[src/rtl/md_iter_unit.sv]
`default_nettype none
// ============================================================================
//  Module      : md_iter_unit
//  Description : Radix-2 iterative multiply/divide unit holding the HI/LO
//                registers, with a start/busy/done handshake and flush abort.
//  Revision    : 1.0 - initial release
// ============================================================================
module md_iter_unit #(
  parameter int XLEN      = 32,
  parameter bit FAST_DIV0 = 1'b1
) (
  input  logic            clk,
  input  logic            rst,
  input  logic            i_flush,
  input  logic            i_start,
  input  logic [2:0]      i_op,
  input  logic [XLEN-1:0] i_a,
  input  logic [XLEN-1:0] i_b,
  output logic            o_busy,
  output logic            o_done,
  output logic [XLEN-1:0] o_hi,
  output logic [XLEN-1:0] o_lo
);

  localparam int                c_cnt_w  = $clog2(XLEN);
  localparam logic [c_cnt_w-1:0] c_last  = c_cnt_w'(XLEN - 1);
  localparam logic [c_cnt_w-1:0] c_one   = c_cnt_w'(1);
  localparam logic [2:0]        c_op_mult  = 3'b000;
  localparam logic [2:0]        c_op_multu = 3'b001;
  localparam logic [2:0]        c_op_div   = 3'b010;
  localparam logic [2:0]        c_op_divu  = 3'b011;
  localparam logic [2:0]        c_op_mthi  = 3'b100;
  localparam logic [2:0]        c_op_mtlo  = 3'b101;

  typedef enum logic [1:0] {
    S_IDLE = 2'd0,
    S_MUL  = 2'd1,
    S_DIV  = 2'd2,
    S_FIX  = 2'd3
  } state_t;

  state_t               r_state;
  logic [c_cnt_w-1:0]   r_cnt;
  logic [XLEN-1:0]      r_hi;
  logic [XLEN-1:0]      r_lo;
  logic                 r_done;
  logic [2*XLEN-1:0]    r_acc;
  logic [XLEN-1:0]      r_mcand;
  logic [XLEN-1:0]      r_quo;
  logic [XLEN-1:0]      r_rem;
  logic [XLEN-1:0]      r_dvsr;
  logic [XLEN-1:0]      r_a_raw;
  logic                 r_neg_res;
  logic                 r_neg_rem;
  logic                 r_is_div;
  logic                 r_div0;

  logic                 w_signed;
  logic                 w_a_neg;
  logic                 w_b_neg;
  logic [XLEN-1:0]      w_a_mag;
  logic [XLEN-1:0]      w_b_mag;
  logic                 w_b_zero;
  logic [XLEN:0]        w_sum;
  logic [XLEN:0]        w_shift;
  logic                 w_ge;
  logic [2*XLEN-1:0]    w_prod_fix;
  logic [XLEN-1:0]      w_quo_fix;
  logic [XLEN-1:0]      w_rem_fix;

  // Signed ops work on magnitudes; the signs are reapplied in FIX.
  assign w_signed = ~i_op[0];
  assign w_a_neg  = w_signed & i_a[XLEN-1];
  assign w_b_neg  = w_signed & i_b[XLEN-1];
  assign w_a_mag  = w_a_neg ? -i_a : i_a;
  assign w_b_mag  = w_b_neg ? -i_b : i_b;
  assign w_b_zero = (i_b == '0);

  // Shift-add step: add the multiplicand into the upper half, then shift right.
  assign w_sum = {1'b0, r_acc[2*XLEN-1:XLEN]} + (r_acc[0] ? {1'b0, r_mcand} : '0);

  // Restoring step: bring in the next dividend bit and try the subtract.
  assign w_shift = {r_rem, r_quo[XLEN-1]};
  assign w_ge    = (w_shift >= {1'b0, r_dvsr});

  assign w_prod_fix = r_neg_res ? -r_acc : r_acc;
  assign w_quo_fix  = r_neg_res ? -r_quo : r_quo;
  assign w_rem_fix  = r_neg_rem ? -r_rem : r_rem;

  always_ff @(posedge clk) begin
    if (rst) begin
      r_state   <= S_IDLE;
      r_cnt     <= '0;
      r_hi      <= '0;
      r_lo      <= '0;
      r_done    <= 1'b0;
      r_acc     <= '0;
      r_mcand   <= '0;
      r_quo     <= '0;
      r_rem     <= '0;
      r_dvsr    <= '0;
      r_a_raw   <= '0;
      r_neg_res <= 1'b0;
      r_neg_rem <= 1'b0;
      r_is_div  <= 1'b0;
      r_div0    <= 1'b0;
    end else begin
      r_done <= 1'b0;
      if (i_flush && (r_state != S_IDLE)) begin
        r_state <= S_IDLE;
      end else begin
        case (r_state)
          S_IDLE: begin
            if (i_start && !i_flush) begin
              case (i_op)
                c_op_mult, c_op_multu: begin
                  r_acc     <= {{XLEN{1'b0}}, w_b_mag};
                  r_mcand   <= w_a_mag;
                  r_neg_res <= w_a_neg ^ w_b_neg;
                  r_neg_rem <= 1'b0;
                  r_is_div  <= 1'b0;
                  r_div0    <= 1'b0;
                  r_cnt     <= '0;
                  r_state   <= S_MUL;
                end
                c_op_div, c_op_divu: begin
                  r_quo     <= w_a_mag;
                  r_rem     <= '0;
                  r_dvsr    <= w_b_mag;
                  r_a_raw   <= i_a;
                  r_neg_res <= w_a_neg ^ w_b_neg;
                  r_neg_rem <= w_a_neg;
                  r_is_div  <= 1'b1;
                  r_div0    <= w_b_zero;
                  r_cnt     <= '0;
                  r_state   <= (w_b_zero && FAST_DIV0) ? S_FIX : S_DIV;
                end
                c_op_mthi: r_hi <= i_a;
                c_op_mtlo: r_lo <= i_a;
                default: ;
              endcase
            end
          end
          S_MUL: begin
            r_acc <= {w_sum, r_acc[XLEN-1:1]};
            r_cnt <= r_cnt + c_one;
            if (r_cnt == c_last) r_state <= S_FIX;
          end
          S_DIV: begin
            r_rem <= w_ge ? XLEN'(w_shift - {1'b0, r_dvsr}) : w_shift[XLEN-1:0];
            r_quo <= {r_quo[XLEN-2:0], w_ge};
            r_cnt <= r_cnt + c_one;
            if (r_cnt == c_last) r_state <= S_FIX;
          end
          S_FIX: begin
            // Divide-by-zero result is forced regardless of what the iterations left.
            if (r_is_div) begin
              if (r_div0) begin
                r_hi <= r_a_raw;
                r_lo <= '1;
              end else begin
                r_hi <= w_rem_fix;
                r_lo <= w_quo_fix;
              end
            end else begin
              r_hi <= w_prod_fix[2*XLEN-1:XLEN];
              r_lo <= w_prod_fix[XLEN-1:0];
            end
            r_done  <= 1'b1;
            r_state <= S_IDLE;
          end
          default: r_state <= S_IDLE;
        endcase
      end
    end
  end

  assign o_busy = (r_state != S_IDLE);
  assign o_done = r_done;
  assign o_hi   = r_hi;
  assign o_lo   = r_lo;

endmodule
`default_nettype wire
[config.mk]
export PLATFORM = sky130hd
export DESIGN_NAME = md_iter_unit
export DESIGN_NICKNAME = d
export VERILOG_FILES = /design/src/rtl/md_iter_unit.sv
export SDC_FILE = /design/constraint.sdc
export NUM_CORES = 1
export LEC_CHECK = 0
export BUFFER_PORTS_ARGS = -buffer_cell sky130_fd_sc_hd__buf_4
export CAP_MARGIN = 40
export CORE_ASPECT_RATIO = 0.75
export CORE_MARGIN = 5
export CORE_UTILIZATION = 55
export CTS_CLUSTER_SIZE = 14
export DETAILED_ROUTE_END_ITERATION = 10
export PLACE_DENSITY_LB_ADDON = 0.15
export SYNTH_ARGS = -nofsm -noshare
export SYNTH_HDL_FRONTEND = slang
export SYNTH_SLANG_ARGS = --single-unit
[constraint.sdc]
create_clock -name clk -period 3.8 [get_ports clk]
set_input_delay 0.76 -clock clk [delete_from_list [all_inputs] [get_ports clk]]
set_output_delay 0.76 -clock clk [all_outputs]
set_load 0.005 [all_outputs]
==> metrics <==
Tot GR Track Use 35.7%; die width about 230 µm; first-pass GRT wire length ~110 mm; WL final roughly 76 mm; DRC Markers 0; r2r setup slk between 0.3 and 0.4 ns; area of the mapped netlist a little over 20000 µm²; Num CTS Buffers 34; HP Class flop to flop; total global routing overflow 0; CP Launch Type flop; reg2reg end r_rem[26]; final antenna-violating net count 0; Mapped Cells 2720; DR iter-0 viols roughly 2600; clock skew between 0.015 and 0.02 ns; dpl cells 3198; status finished clean; max cap viols 0; Worst-Margin Slew 0.802 ns; Initial Utilization about 56%; Ant. Diodes 0; Crit Path Class flop to flop; worst-case clock buffer depth 3; ports placed on the boundary approximately 140; sequential share of the synthesized area ~30%; commonest non-fill, non-tap cell in the layout nand2_1; Post-CTS Setup Inserts 0; CTS tree yes; min Tclk post-route 3.49 ns; filler cell count around 3300; core box area ~36000 µm²; vias in the first global route 19300; Layout area overhead 13.2%; share of layout cells above drive strength 1 between 10% and 20%; WL/cell between 20 and 25 µm; DP HPWL ~58 mm; Rel. slew slack a little under half; crit path capture type flop; Worst Path Required 4.26 ns; maximum number of pins on one net before global-route repair between 100 and 150; FF+latch area around 6000 µm²; commonest non-fill, non-tap cells in the layout nand2_1, dfxtp_1, nor2_1; syn_area_per_cell 7.42 µm²; critical-path cell list inv_1 > ha_1 > inv_1 > fa_1 > a21oi_1 > o22ai_1 > nor4_1 > o21ai_0 > a31oi_2 > or4b_2 > nand4_1 > mux2i_1 > o21ai_0; chip height 176 µm; data arrival time of the critical path 3.95 ns; worst reg2reg path startpoint r_quo[31]; Hold Buf Count CTS 0; Synth top area share between 20% and 30%; nets between 2000 and 3000; DIE AREA about 41000 µm²; TNS Setup 0 ns; Max Clk Rate roughly 290 MHz; area leader, netlist dfxtp_1; Rows 60; input/output buffers between 100 and 150; area occupied by multi-input gates about 13000 µm²; CTS Sinks 300; Root Buffer clkbuf_16; Power Dens Cells 470 nW/µm²; First-pass DRT Iterations 8; vias per cell 6.49; Post-synth top flop dfxtp_1; Critical Path End r_rem[26]; Hold Fails Final Rpt 0; Layout Cell Area excl Fill 22800 µm²; max incr delay on CP about 0.67 ns; Area after DPL 21700 µm²; warnings from Yosys 0; Routability Congestion roughly 1; Setup Viol. Count Final 0; initial antenna violation count 2; period utilization between 90% and 100%; RSZ-0062 raised after global routing no; PostCTS Resize Cnt 0; final slew viol count 0; Peak supply drop 442 µV; H-tree levels 2; top cells by area, synth dfxtp_1, nand2_1, xnor2_1; worst-path fanout max 6; insertion delay to the later sink of the worst-skew pair around 0.54 ns; Clk pin slew, worst setup/hold paths roughly 0.07 ns; Finished Layout Cells 3258; asr flop ratio synth 0%; CP max-delay cell or4b_2; P_leak between 8 and 9 nW; Yosys cell types just under 80; CP startpoint r_quo[31]; post-synth net total about 2900; vias 21100; Post-synth EDFFs 0; Reg2Reg Depth 13; #FFs+latches synth 300
## worst max-delay path, delay by kind of cell (launching register included)
family	cells	cell delay, ns
simple gates	3	0.88
compound gates	5	1.27
buf+inv	2	0.17
fa+ha+maj	2	0.45
flops	1	0.56
mux	1	0.07
## worst min path at each step
stage,end,start,cells past startpoint
detailed placement,r_a_raw[23],r_a_raw[23],2
global route,r_a_raw[13],r_a_raw[13],2
floorplan,r_a_raw[22],r_a_raw[22],2
finish,r_a_raw[23],r_a_raw[23],2
CTS,r_a_raw[23],r_a_raw[23],2
global placement,r_a_raw[22],r_a_raw[22],2
## Yosys cell counts, drive strengths merged (8+ instances only)
cell type  instances
and2              38
mux2i             50
a22oi             13
o21a              12
a221oi            10
o41ai             29
xnor2            133
nand2b            22
nor2b             22
and3              14
or4               24
o211ai            22
clkbuf           176
xor2              88
ha                75
a211oi            87
nand4             14
or3               16
nand3             42
buf               15
a21o              28
o21bai             9
nor4              20
o22ai              8
a31oi             22
nand2            431
inv               85
o21ai            200
nor3              52
a21oi            216
dfxtp            300
a311oi            29
nor2             253
o31ai             47
o221ai            30
o31a               8
nor3b              8
## per-stage QoR
| stage | power [mW] | setup WS [ns] | hold slack, ns | utilization, % |
|---|---|---|---|---|
| 2_1_floorplan | 5.92 | 0.655 | 0.432 | - |
| 6_report | 10.7 | 0.309 | 0.456 | 63.4 |
| 5_1_grt | 11.2 | 0.0431 | 0.477 | 63.4 |
| 3_3_place_gp | 7.12 | 0.124 | 0.440 | 60.1 |
| 4_1_cts | 10.6 | 0.327 | 0.455 | 63.3 |
| 3_5_place_dp | 7.19 | 0.0796 | 0.447 | 60.1 |
## kinds of logic (layout without fill, tap and decap cells)
logic type,after synthesis,count (layout),synth area share (%)
and+or+nand+nor,982,982,22.1
DFF,300,300,29.8
buffers and inverters,276,349,5.15
muxes,51,51,2.54
xor gates and xnor gates,221,221,9.60
AOI/OAI and AO/OA,813,813,25.9
adders and majority gates,77,77,4.85
## flip-flops by register name (all words and copies together), names as in the netlist, 5 cells and up
| register | cells |
|---|---|
| r_quo | 32 |
| r_a_raw | 32 |
| r_cnt | 5 |
| o_lo | 32 |
| r_acc | 64 |
| r_dvsr | 32 |
| r_mcand | 32 |
| o_hi | 32 |
| r_rem | 32 |
## per-layer routing
metal	track usage, %	wire length (µm)	vias up
met5	0	31	-
met4	12.5	2990	4
met3	8.47	8710	165
met2	53.3	31700	1214
met1	50.6	32200	9955
li1	-	-	9802
## power breakdown
part | total, mW | internal, mW | switching, mW
Combinational | 3.69 | 1.35 | 2.34
Clock | 3.46 | 2.07 | 1.39
Sequential | 3.58 | 3.36 | 0.222
## layout make-up
class,count,share of cell area (%)
inverter,85,1.40
sequential,300,26.3
timing repair buffer,204,7.01
clock buffer,49,4.47
clock inverter,11,0.581
multi-input combinational,2144,57.7
tap,465,2.55
(Power assumes the default switching activity.)
